===== config.mk =====
export PLATFORM = sky130hd
export DESIGN_NAME = adc_spi_responder
export DESIGN_NICKNAME = d
export VERILOG_FILES = /design/src/rtl/adc_spi_responder.sv
export SDC_FILE = /design/constraint.sdc
export NUM_CORES = 1
export LEC_CHECK = 0
export CAP_MARGIN = 40
export CORE_MARGIN = 3
export CORE_UTILIZATION = 51
export CTS_CLUSTER_SIZE = 40
export DETAILED_ROUTE_END_ITERATION = 6
export PLACE_DENSITY = 0.75
export SLEW_MARGIN = 20
export SYNTH_ARGS = -nofsm -noshare
export SYNTH_HDL_FRONTEND = slang
export SYNTH_SLANG_ARGS = --single-unit

===== constraint.sdc =====
create_clock -name clk -period 1.5 [get_ports clk]
set_input_delay 0.3 -clock clk [delete_from_list [all_inputs] [get_ports clk]]
set_output_delay 0.3 -clock clk [all_outputs]
set_load 0.01 [all_outputs]

===== src/rtl/adc_spi_responder.sv =====
// Emulated 10-bit serial ADC: shifts one queued sample per CS-low frame on the
// initiator's SPI_clk, fed from a one-entry valid/ready holding register.
module adc_spi_responder #(
    parameter int unsigned DATA_WIDTH  = 10,
    parameter int unsigned LEAD_ZEROS  = 3,
    parameter int unsigned FRAME_BITS  = 16,
    parameter int unsigned SYNC_STAGES = 2
) (
    input  logic                  clk,
    input  logic                  reset,
    input  logic                  SPI_clk,
    input  logic                  CS,
    output logic                  SPI_Data_out,
    input  logic [DATA_WIDTH-1:0] sample_in,
    input  logic                  sample_valid,
    output logic                  sample_ready,
    output logic                  frame_done,
    output logic                  frame_abort,
    output logic                  underrun
);

    localparam int unsigned CntW  = $clog2(FRAME_BITS + 1);
    localparam int unsigned FillW = FRAME_BITS - LEAD_ZEROS - DATA_WIDTH;

    typedef enum logic [1:0] {StIdle, StShift, StDone} state_e;

    logic [SYNC_STAGES-1:0] sclk_sync_q, cs_sync_q;
    logic                   sclk_prev_q, cs_prev_q;
    logic                   sclk_fall_q, cs_fall_q, cs_rise_q;

    state_e                 state_q, state_d;
    logic [FRAME_BITS-1:0]  shreg_q, shreg_d;
    logic [CntW-1:0]        bitcnt_q, bitcnt_d;
    logic [DATA_WIDTH-1:0]  hold_data_q, hold_data_d;
    logic                   hold_full_q, hold_full_d;
    logic [DATA_WIDTH-1:0]  last_q, last_d;
    logic                   done_q, done_d, abort_q, abort_d, underrun_q, underrun_d;
    logic                   consume, transfer;
    logic [DATA_WIDTH-1:0]  sel_sample;

    // Synchronizers reset to the idle-high levels so a CS already low at
    // reset release is seen as a fresh falling edge.
    always_ff @(posedge clk) begin
        if (reset) begin
            sclk_sync_q <= '1;
            cs_sync_q   <= '1;
            sclk_prev_q <= 1'b1;
            cs_prev_q   <= 1'b1;
            sclk_fall_q <= 1'b0;
            cs_fall_q   <= 1'b0;
            cs_rise_q   <= 1'b0;
        end else begin
            sclk_sync_q <= {sclk_sync_q[SYNC_STAGES-2:0], SPI_clk};
            cs_sync_q   <= {cs_sync_q[SYNC_STAGES-2:0], CS};
            sclk_prev_q <= sclk_sync_q[SYNC_STAGES-1];
            cs_prev_q   <= cs_sync_q[SYNC_STAGES-1];
            sclk_fall_q <= sclk_prev_q & ~sclk_sync_q[SYNC_STAGES-1];
            cs_fall_q   <= cs_prev_q & ~cs_sync_q[SYNC_STAGES-1];
            cs_rise_q   <= ~cs_prev_q & cs_sync_q[SYNC_STAGES-1];
        end
    end

    always_ff @(posedge clk) begin
        if (reset) begin
            state_q     <= StIdle;
            shreg_q     <= '0;
            bitcnt_q    <= '0;
            hold_data_q <= '0;
            hold_full_q <= 1'b0;
            last_q      <= '0;
            done_q      <= 1'b0;
            abort_q     <= 1'b0;
            underrun_q  <= 1'b0;
        end else begin
            state_q     <= state_d;
            shreg_q     <= shreg_d;
            bitcnt_q    <= bitcnt_d;
            hold_data_q <= hold_data_d;
            hold_full_q <= hold_full_d;
            last_q      <= last_d;
            done_q      <= done_d;
            abort_q     <= abort_d;
            underrun_q  <= underrun_d;
        end
    end

    always_comb begin
        state_d     = state_q;
        shreg_d     = shreg_q;
        bitcnt_d    = bitcnt_q;
        hold_data_d = hold_data_q;
        hold_full_d = hold_full_q;
        last_d      = last_q;
        done_d      = 1'b0;
        abort_d     = 1'b0;
        underrun_d  = 1'b0;
        consume     = 1'b0;
        sel_sample  = hold_full_q ? hold_data_q : last_q;

        unique case (state_q)
            StIdle: begin
                if (cs_fall_q) begin
                    consume    = 1'b1;
                    shreg_d    = FRAME_BITS'(sel_sample) << FillW;
                    underrun_d = ~hold_full_q;
                    last_d     = sel_sample;
                    bitcnt_d   = '0;
                    state_d    = StShift;
                end
            end
            StShift: begin
                // cs_rise beats a same-cycle sclk_fall; the shift is dropped.
                if (cs_rise_q) begin
                    abort_d = 1'b1;
                    state_d = StIdle;
                end else if (sclk_fall_q) begin
                    shreg_d = shreg_q << 1;
                    if (bitcnt_q != CntW'(FRAME_BITS)) bitcnt_d = bitcnt_q + CntW'(1);
                    if (bitcnt_q == CntW'(FRAME_BITS - 1)) state_d = StDone;
                end
            end
            StDone: begin
                if (cs_rise_q) begin
                    done_d  = 1'b1;
                    state_d = StIdle;
                end
            end
            default: state_d = StIdle;
        endcase

        sample_ready = ~hold_full_q | consume;
        transfer     = sample_valid & sample_ready;
        if (transfer) begin
            hold_data_d = sample_in;
            hold_full_d = 1'b1;
        end else if (consume) begin
            hold_full_d = 1'b0;
        end
    end

    assign SPI_Data_out = (state_q == StShift) ? shreg_q[FRAME_BITS-1] : 1'b0;
    assign frame_done   = done_q;
    assign frame_abort  = abort_q;
    assign underrun     = underrun_q;

endmodule


==> Word-level counts from Yosys, hierarchy flattened <==
Index checks and enable logic that the tools add are counted.
{ "word_totals": {"ff_bits": 56, "wordCells": 73, "in_bits": 15} }
{ "op_classes": {"n_reduce_logical": 10, "eq_ne": 11, "n_bitwise": 13, "n_mux": 22, "addsub": 1} }
{ "op_table": {"columns": ["operator", "count"], "rows": [
  ["$mux 16", 3],
  ["$pmux 16 s2", 1],
  ["$mux 5", 4],
  ["$mux 10", 1],
  ["$mux 2", 5],
  ["$ne 2x2->1 const B", 5],
  ["$pmux 5 s2", 1],
  ["$not 1->1", 8],
  ["$reduce_and 4->1", 2],
  ["$mux 1", 6],
  ["$ne 3x3->1 const B", 2],
  ["$pmux 2 s3", 1],
  ["$add 5x1->5 const B", 1],
  ["$eq 5x4->1 const B", 1],
  ["$ne 5x5->1 const B", 1],
  ["$reduce_and 5->1", 1],
  ["$and 1x1->1", 4],
  ["$reduce_bool 2->1", 2],
  ["$reduce_or 2->1", 2],
  ["$reduce_or 3->1", 1],
  ["$eq 2x1->1 const B", 1],
  ["$eq 2x2->1 const B", 1],
  ["$logic_not 2->1", 1],
  ["$reduce_and 2->1", 1],
  ["$or 1x1->1", 1]
]} }

==> Logic depth before layout (Yosys ltp) <==
Gate-level depths: netlist of the first run.
{ "depth": {"ltp_word": 5, "ltp_mapped": 5, "mapped_depth_nobuf": 5} }

==> Least setup slack after synthesis of the first run <==
No wires, ideal clock.
{ "synth_timing": {"path_type": "register -> register", "from": "reg bitcnt_q[0]", "to": "reg bitcnt_q[4]", "stages_incl_launch_ff": 6, "synth_period_minus_slack_ns": 1.447, "arrival_ns": 1.376, "n_path_buf": 0, "setup_time_ns": 0.072, "path_slack_ns": 0.053, "path_cell_list": "dfxtp_1 -> ha_1 -> and3_1 -> ha_1 -> or3_1 -> mux2i_1"} }
{ "synth_between": {"elab_chain_cells": 5} }
{ "synth_lines": {"columns": ["item", "line", "text"], "rows": [
  ["start, declared", "33", "logic [CntW-1:0] bitcnt_q, bitcnt_d;"],
  ["start signal, assigned", "77", "bitcnt_q <= bitcnt_d;"],
  ["$add 5x1->5", "118", "if (bitcnt_q != CntW'(FRAME_BITS)) bitcnt_d = bitcnt_q + CntW'(1);"],
  ["$mux 5", "118", null],
  ["$mux 5", "116", "end else if (sclk_fall_q) begin"],
  ["$mux 5", "113", "if (cs_rise_q) begin"],
  ["$pmux 5 s2", "100", "unique case (state_q)"]
]} }
Parallel ways exist; a longest one is shown, timed or not. The select of a mux whose other input is x is not followed.
A chain may end at the register's enable or synchronous reset.

==> Worst setup path after layout of the first run <==
{ "layout_timing": {"from": "reg state_q[1]", "to": "reg bitcnt_q[2]"} }
{ "layout_between": {"elab_chain_cells": 3} }
{ "layout_lines": {"columns": ["item", "line", "text"], "rows": [
  ["start, declared", "31", "state_e state_q, state_d;"],
  ["start signal, assigned", "65", "state_q <= StIdle;"],
  ["start signal, assigned", "75", "state_q <= state_d;"],
  ["$eq 2x1->1 or $logic_not 2->1 (tied branches)", "100", null],
  ["$ne 2x2->1 (no line) or $reduce_bool 2->1 (tied branches)", null, null],
  ["$reduce_and 5->1 (no line)", null, null]
]} }
Parallel ways exist; a longest one is shown, timed or not.

==> flow_summary_export.csv, run 1 <==
group,metric,value,unit
timing,slew_viol_final,0,
synth,synth_seq_cells,53,
die,rows,23,
finish,seq_area,0.00107,mm^2
timing,clock_skew,0.0102,ns
finish,final_cell_mix,"dfxtp_1 (47), nand2_1 (38), mux2i_1 (21), buf_4 (18), clkdlybuf4s50_1 (17)",
synth,synth.distinct_cells,38,
synth,ys_warn_count,0,
finish,drive_gt1_share,22.6,%
synth,synth_top_area_share,47.9,%
drt,wl_per_cell,14.9,um
setup_path,crit_required,1.73,ns
grt,overflow,0,
setup_path,worst_ep_arrival_time,1.78,ns
pwr,power.total,2.57,mW
finish,insertedDiodeCount,0,
drt,drtIter0Drc,102,
timing,slew_headroom,78.7,%
setup_path,crit_path_top_delay_cell,"dfxtp_2",
finish,fin_util,69.3,%
grt,grt_pass1_vias,1602,
timing,fin_crit_sh,104,%
finish,mostFrequentLayoutCell,"dfxtp_1",
synth,synth.cell_area,0.00222,mm^2
grt,grt_pass1_wl,7520,um
synth,synth_ff_type,"dfxtp_1",
synth,syn_inst,239,
cts,cts_buffer_depth,2,
drt,wl,4840,um
place,io_buffers,19,
grt,grt_max_degree,37,
cts,numClockSinks,53,
status,violations,"negative setup slack",
timing,fin_ws,-0.0576,ns
status,status,"finished with violations",
die,dieArea,0.00517,mm^2
synth,synth_fp_nets,257,
setup_path,crit_fanout,4,
grt,track_usage,18.8,%
pwr,p_leak,1.07,nW
grt,antenna_found_initial,0,
pwr,ir_worst_vdd,0.000692,V
setup_path,crit_chain,"buf_4 > buf_6 > nor4bb_4 > buf_4 > buf_6 > nand4b_1 > a31oi_1",
setup_path,crit_path_end_kind,"register",
synth,synthTopCellsByArea,"dfxtp_1 (48%), mux2i_1 (9.5%), nand2_1 (6.6%)",
timing,fin_crit,1.56,ns
timing,tns,-0.136,ns
run,max-cap-violations,0,
drt,route.detailed.drc,0,
cts,clkLatencyLatePin,0.31,ns
die,core,0.00409,mm^2
setup_path,max_stage_delay,0.33,ns
synth,ys_seq_area_share,47.9,%
place,gp_congestion,0.831,
drt,drt-pass1-iter-count,4,
die,die_x,71.9,um
setup_path,r2r_slack,-0.06,ns
timing,hold_violations,0,
setup_path,cp-start-kind,"register",
hold_path,hold_path_class,"register to register",
drt,ant_nets,0,
finish,fin_nets,291,
synth,yosysTopAreaCell,"dfxtp_1",
die,die_y,71.9,um
finish,area_delta_synth_final,27.8,%
timing,rsz0062_at_grt,"yes",
cts,cts_max_level,2,
cts,clockRootBuffer,"clkbuf_8",
synth,synth-async-reset-ratio,0,%
die,io_pins,20,
timing,fmax,642,MHz
cts,path_clk_slew,0.09,ns
place,hpwl,3000,um
cts,cts_tree,"done",
drt,vias,1786,
die,start_util,54.2,%
pwr,powerDensity,906,mW/mm^2
drt,via_per_inst,5.51,
cts,cts_buffers,5,
finish,nFillCells,303,
place,dp_slack,-0.113,ns
timing,finalSetupViolations,5,
setup_path,crit_type,"register to register",
synth,synth_area_per_cell,9.27,um^2
cts,holdBufCountCts,0,
synth,synth_edf_count,0,
finish,multi_input_area,0.00115,mm^2
timing,tightest_slew,0.317,ns
[routing by layer]
layer  up-vias  track usage, %  wire length, um
met1       828            24.5             2220
li1        905               -                -
met2        43            29.2             2290
met3        10            4.57              208
met4         0            9.19              119
met5         -               0                0
[power breakdown]
group | switching, mW | internal (mW) | total (mW)
sequential | 0.0216 | 1.45 | 1.47
clock | 0.441 | 0.418 | 0.858
combinational | 0.116 | 0.125 | 0.241
total | 0.579 | 1.99 | 2.57
[state kept, by name (all words and copies together) (netlist names)]
signal       cells
hold_full_q      1
sclk_prev_q      1
last_q          10
underrun         1
sclk_fall_q      1
cs_prev_q        1
state_q          2
shreg_q         13
cs_sync_q        2
frame_done       1
frame_abort      1
cs_fall_q        1
sclk_sync_q      2
hold_data_q     10
bitcnt_q         5
cs_rise_q        1
[cell families after synthesis]
| group | synth area share, % |
|---|---|
| AND/OR/NAND/NOR | 21.4 |
| flip-flops | 47.9 |
| AO/OA/AOI/OAI | 14.3 |
| buffers and inverters | 4.69 |
| multiplexers | 9.99 |
| adder cells (fa/ha/maj) | 1.69 |
[critical path: cells and delay by family, from the launching register on]
family | cells | cell delay (ns)
flip-flops | 1 | 0.33
AND/OR/NAND/NOR | 2 | 0.39
AO/OA/AOI/OAI | 1 | 0.20
buffers and inverters | 4 | 0.55
[cells in the mapped netlist, types with 3 or more instances]
cell	number
o21ai_0	10
nand3b_1	10
a211oi_1	9
ha_1	3
clkbuf_1	12
nand3_1	6
mux2i_1	21
a21oi_1	8
buf_2	5
nor2_1	12
or2_2	6
nand2_1	39
o2bb2ai_1	9
and3_1	4
dfxtp_1	53
inv_1	5
[through the flow]
stage               hold slack [ns]  instances  instance area [um^2]
floorplan                     0.389        239                  2220
global placement              0.392        311                  2570
detailed placement            0.398        311                  2570
CTS                           0.416        321                  2720
global route                  0.420        324                  2830
finish                        0.413        324                  2830
[worst paths after layout]
kind | startpoint | end | depth (start not counted)
min | sclk_prev_q | sclk_fall_q | 2
min reg2reg | sclk_prev_q | sclk_fall_q | 2
max reg2reg | state_q[1] | bitcnt_q[2] | 7
max | state_q[1] | bitcnt_q[2] | 7
[layout make-up]
cell class,instances,area share (%)
Multi-Input combinational cell,162,40.7
Sequential cell,53,37.7
Timing Repair Buffer,45,15.0
Clock buffer,7,3.40
Tap cell,50,2.21
Inverter,6,0.795
Clock inverter,1,0.177
[what timing repair did]
action,CTS,global route
gates cloned,0,1
endpoints found under the setup margin,14,34
gates resized for setup,17,19
pin swaps,3,5
setup buffers,2,2
Power figures use the tool's default switching activity.
==> run 2: changes to the inputs <==
Settings changed: CTS_CLUSTER_SIZE 40 to 16, GPL_ROUTABILITY_DRIVEN set to 1.
==> results of run 2 <==
Final layout, timing and power as in run 1 (identical DEF).
==> run 3: changes to the inputs <==
Settings changed: ABC_AREA set to 1, CORE_ASPECT_RATIO set to 1.1, PLACE_DENSITY 0.75 to 0.74.
Clock period 1.5 ns to 1.3 ns, I/O delays scaled along.
==> run 3 against run 2 <==
Compared with the run above: the run still ends with negative setup slack left; combinational power rose to 5.0 times the previous value; synthesized cell count grew 23%; utilization grew 3.4 points; largest cell class unchanged; global-route usage is 2.0 points lower; clock skew about the same; highest routed layer unchanged; flip-flop and latch count is the same; non-clock buffer count is 10 higher; critical endpoint is now state_q[1].
==> flow_summary_export.csv, run 3 <==
group,metric,value,unit
status,status,"finished with violations",
status,violations,"negative setup slack",
setup_path,cp-start-kind,"register",
grt,antenna_found_initial,0,
drt,wl_per_cell,12.5,um
finish,design_area,0.00318,mm^2
place,gp_congestion,0.781,
place,hpwl,3100,um
pwr,powerDensity,1320,mW/mm^2
cts,cts_max_level,2,
hold_path,hold_path_class,"register to register",
cts,cts_buffers,5,
drt,wl,4990,um
cts,clkLatencyLatePin,0.31,ns
synth,synth_seq_cells,53,
synth,ys_top_cells_by_count,"dfxtp_1 (53), nor2_1 (53), nand2_1 (45), inv_1 (24), o21ai_0 (16)",
synth,yosysTopAreaCell,"dfxtp_1",
drt,route.detailed.drc,0,
grt,overflow,0,
finish,regMostFlops,"shreg_q",
synth,synth_ff_type,"dfxtp_1",
setup_path,rr_startpoint,"bitcnt_q[0]",
die,dieArea,0.00545,mm^2
setup_path,worst_ep_arrival_time,1.67,ns
finish,area_delta_synth_final,35.7,%
setup_path,crit_chain,"ha_4 > nand2_4 > nor2_4 > ha_4 > inv_2 > nand2_2 > nor2_2 > nor2_1 > nand2_1 > o21ai_1 > nor2_1",
run,max-cap-violations,0,
cts,cts_buffer_depth,2,
timing,fin_crit,1.46,ns
drt,via_per_inst,5.10,
pwr,p_leak,1.27,nW
die,start_util,53.5,%
setup_path,crit_start,"bitcnt_q[0]",
timing,fin_ws,-0.160,ns
timing,hold_violations,0,
die,die_y,77.1,um
timing,fin_crit_sh,112,%
cts,path_clk_slew,0.09,ns
die,io_pins,20,
synth,synth_fp_nets,313,
die,core,0.00438,mm^2
timing,fmax,685,MHz
synth,synthTopCellsByArea,"dfxtp_1 (45%), nor2_1 (8.5%), nand2_1 (7.2%)",
synth,synth.distinct_cells,29,
setup_path,crit_fanout,2,
setup_path,crit_path_end_kind,"register",
timing,slew_headroom,77.3,%
drt,vias,2031,
setup_path,crit_path_top_delay_cell,"dfxtp_2",
setup_path,worst-path-buf-inv,1,
synth,synth_area_per_cell,7.95,um^2
die,die_x,70.7,um
cts,numClockSinks,53,
finish,top_regs,"shreg_q (13), hold_data_q (10), last_q (10)",
setup_path,max_stage_delay,0.36,ns
drt,ant_nets,0,
grt,grt_pass1_wl,7560,um
timing,slew_viol_final,0,
grt,track_usage,16.8,%
finish,fin_nets,361,
timing,tightest_slew,0.337,ns
setup_path,crit_type,"register to register",
synth,ys_warn_count,0,
finish,drive_gt1_share,31.1,%
pwr,ir_worst_vdd,0.000725,V
place,dpl-instance-area,0.00277,mm^2
synth,ys_seq_area_share,45.3,%
drt,drtIter0Drc,91,
synth,synth.cell_area,0.00234,mm^2
setup_path,crit_required,1.51,ns
synth,synth_top_area_share,45.3,%
synth,synth_edf_count,0,
synth,synth-async-reset-ratio,0,%
synth,syn_inst,295,
finish,insertedDiodeCount,0,
cts,clockRootBuffer,"clkbuf_8",
cts,cts_tree,"done",
die,rows,25,
timing,clock_skew,0.0101,ns
timing,finalSetupViolations,6,
setup_path,critPathTopFamily,"simple AND/OR/NAND/NOR gates",
place,io_buffers,19,
grt,grt_pass1_vias,1788,
grt,grt_max_degree,19,
timing,rsz0062_at_grt,"yes",
finish,final_cell_mix,"nor2_1 (49), dfxtp_1 (49), nand2_1 (43)",
place,dp_slack,-0.108,ns
drt,drt-pass1-iter-count,4,
hold_path,worstHoldStart,"sclk_prev_q",
finish,largest_reg_flops,13,
[run 3: changes by cell type after synthesis, moves of 9 or more]
| cell | before | now |
|---|---|---|
| mux2i_1 | 21 | 0 |
| inv_1 | 5 | 24 |
| o21ai_1 | 0 | 14 |
| nor2_1 | 12 | 53 |
| a21oi_2 | 0 | 11 |
| nand3b_1 | 10 | 0 |
| o2bb2ai_1 | 9 | 0 |
| o21ai_2 | 0 | 9 |
[run 3: worst paths after layout]
path,endpoint,slack (ns),cells past startpoint
setup / recovery,state_q[1],-0.16,11
hold / removal,sclk_fall_q,0.41,2
setup reg to reg,state_q[1],-0.16,11
hold reg to reg,sclk_fall_q,0.41,2
[run 3: repair_timing]
action	4_1_cts	5_1_grt
endpoints found under the setup margin	21	22
hold buffers	0	0
pin swaps	6	15
cloned	0	3
gates resized for setup	21	41
hold endpoints to repair	0	0
setup buffers	2	4
[run 3: per-layer routing]
| metal | vias up | track usage (%) | share of wire [%] |
|---|---|---|---|
| met1 | 962 | 20.5 | 46 |
| met2 | 24 | 28.9 | 49 |
| met4 | 0 | 4.51 | 1.4 |
| met5 | - | 0 | 0 |
| li1 | 1038 | - | - |
| met3 | 7 | 4.72 | 2.7 |
[run 3: cells by family after synthesis]
logic type,Yosys count,share of synthesized area [%]
buffers and inverters,45,9.55
flip-flops,53,45.3
AND/OR/NAND/NOR,125,24.4
AO/OA/AOI/OAI,69,19.2
adder cells (fa/ha/maj),3,1.60
[run 3: power by group]
group | switching (mW) | total [mW] | internal (mW)
Combinational | 0.625 | 1.21 | 0.582
Sequential | 0.0987 | 1.89 | 1.79
Clock | 0.537 | 1.12 | 0.578
Total | 1.26 | 4.21 | 2.95
[run 3: area by class of cell]
class,count,area (um^2)
Multi-Input combinational cell,197,1200
Sequential cell,53,1070
Inverter,31,128
Clock inverter,2,38.8
Tap cell,54,67.6
Timing Repair Buffer,55,599
Fill cell,303,1200
Clock buffer,6,72.6
[run 3: worst min-delay path, delay by kind of cell (launching register included)]
family                 cells  cell delay, ns
DFF                        1            0.31
buffers and inverters      1            0.04
and+or+nand+nor            1            0.03
[run 3: per-stage QoR]
stage          std cells  util, %  total power, mW  hold WS [ns]  setup TNS (ns)
3_3_place_gp         381     63.2             2.79         0.391          -0.727
4_1_cts              391     67.2             4.01         0.418          -0.293
2_1_floorplan        295        -             2.51         0.364         -0.0216
3_5_place_dp         381     63.2             2.82         0.396           -1.05
5_1_grt              398     72.7             4.45         0.432           -1.12
6_report             398     72.7             4.21         0.409          -0.342
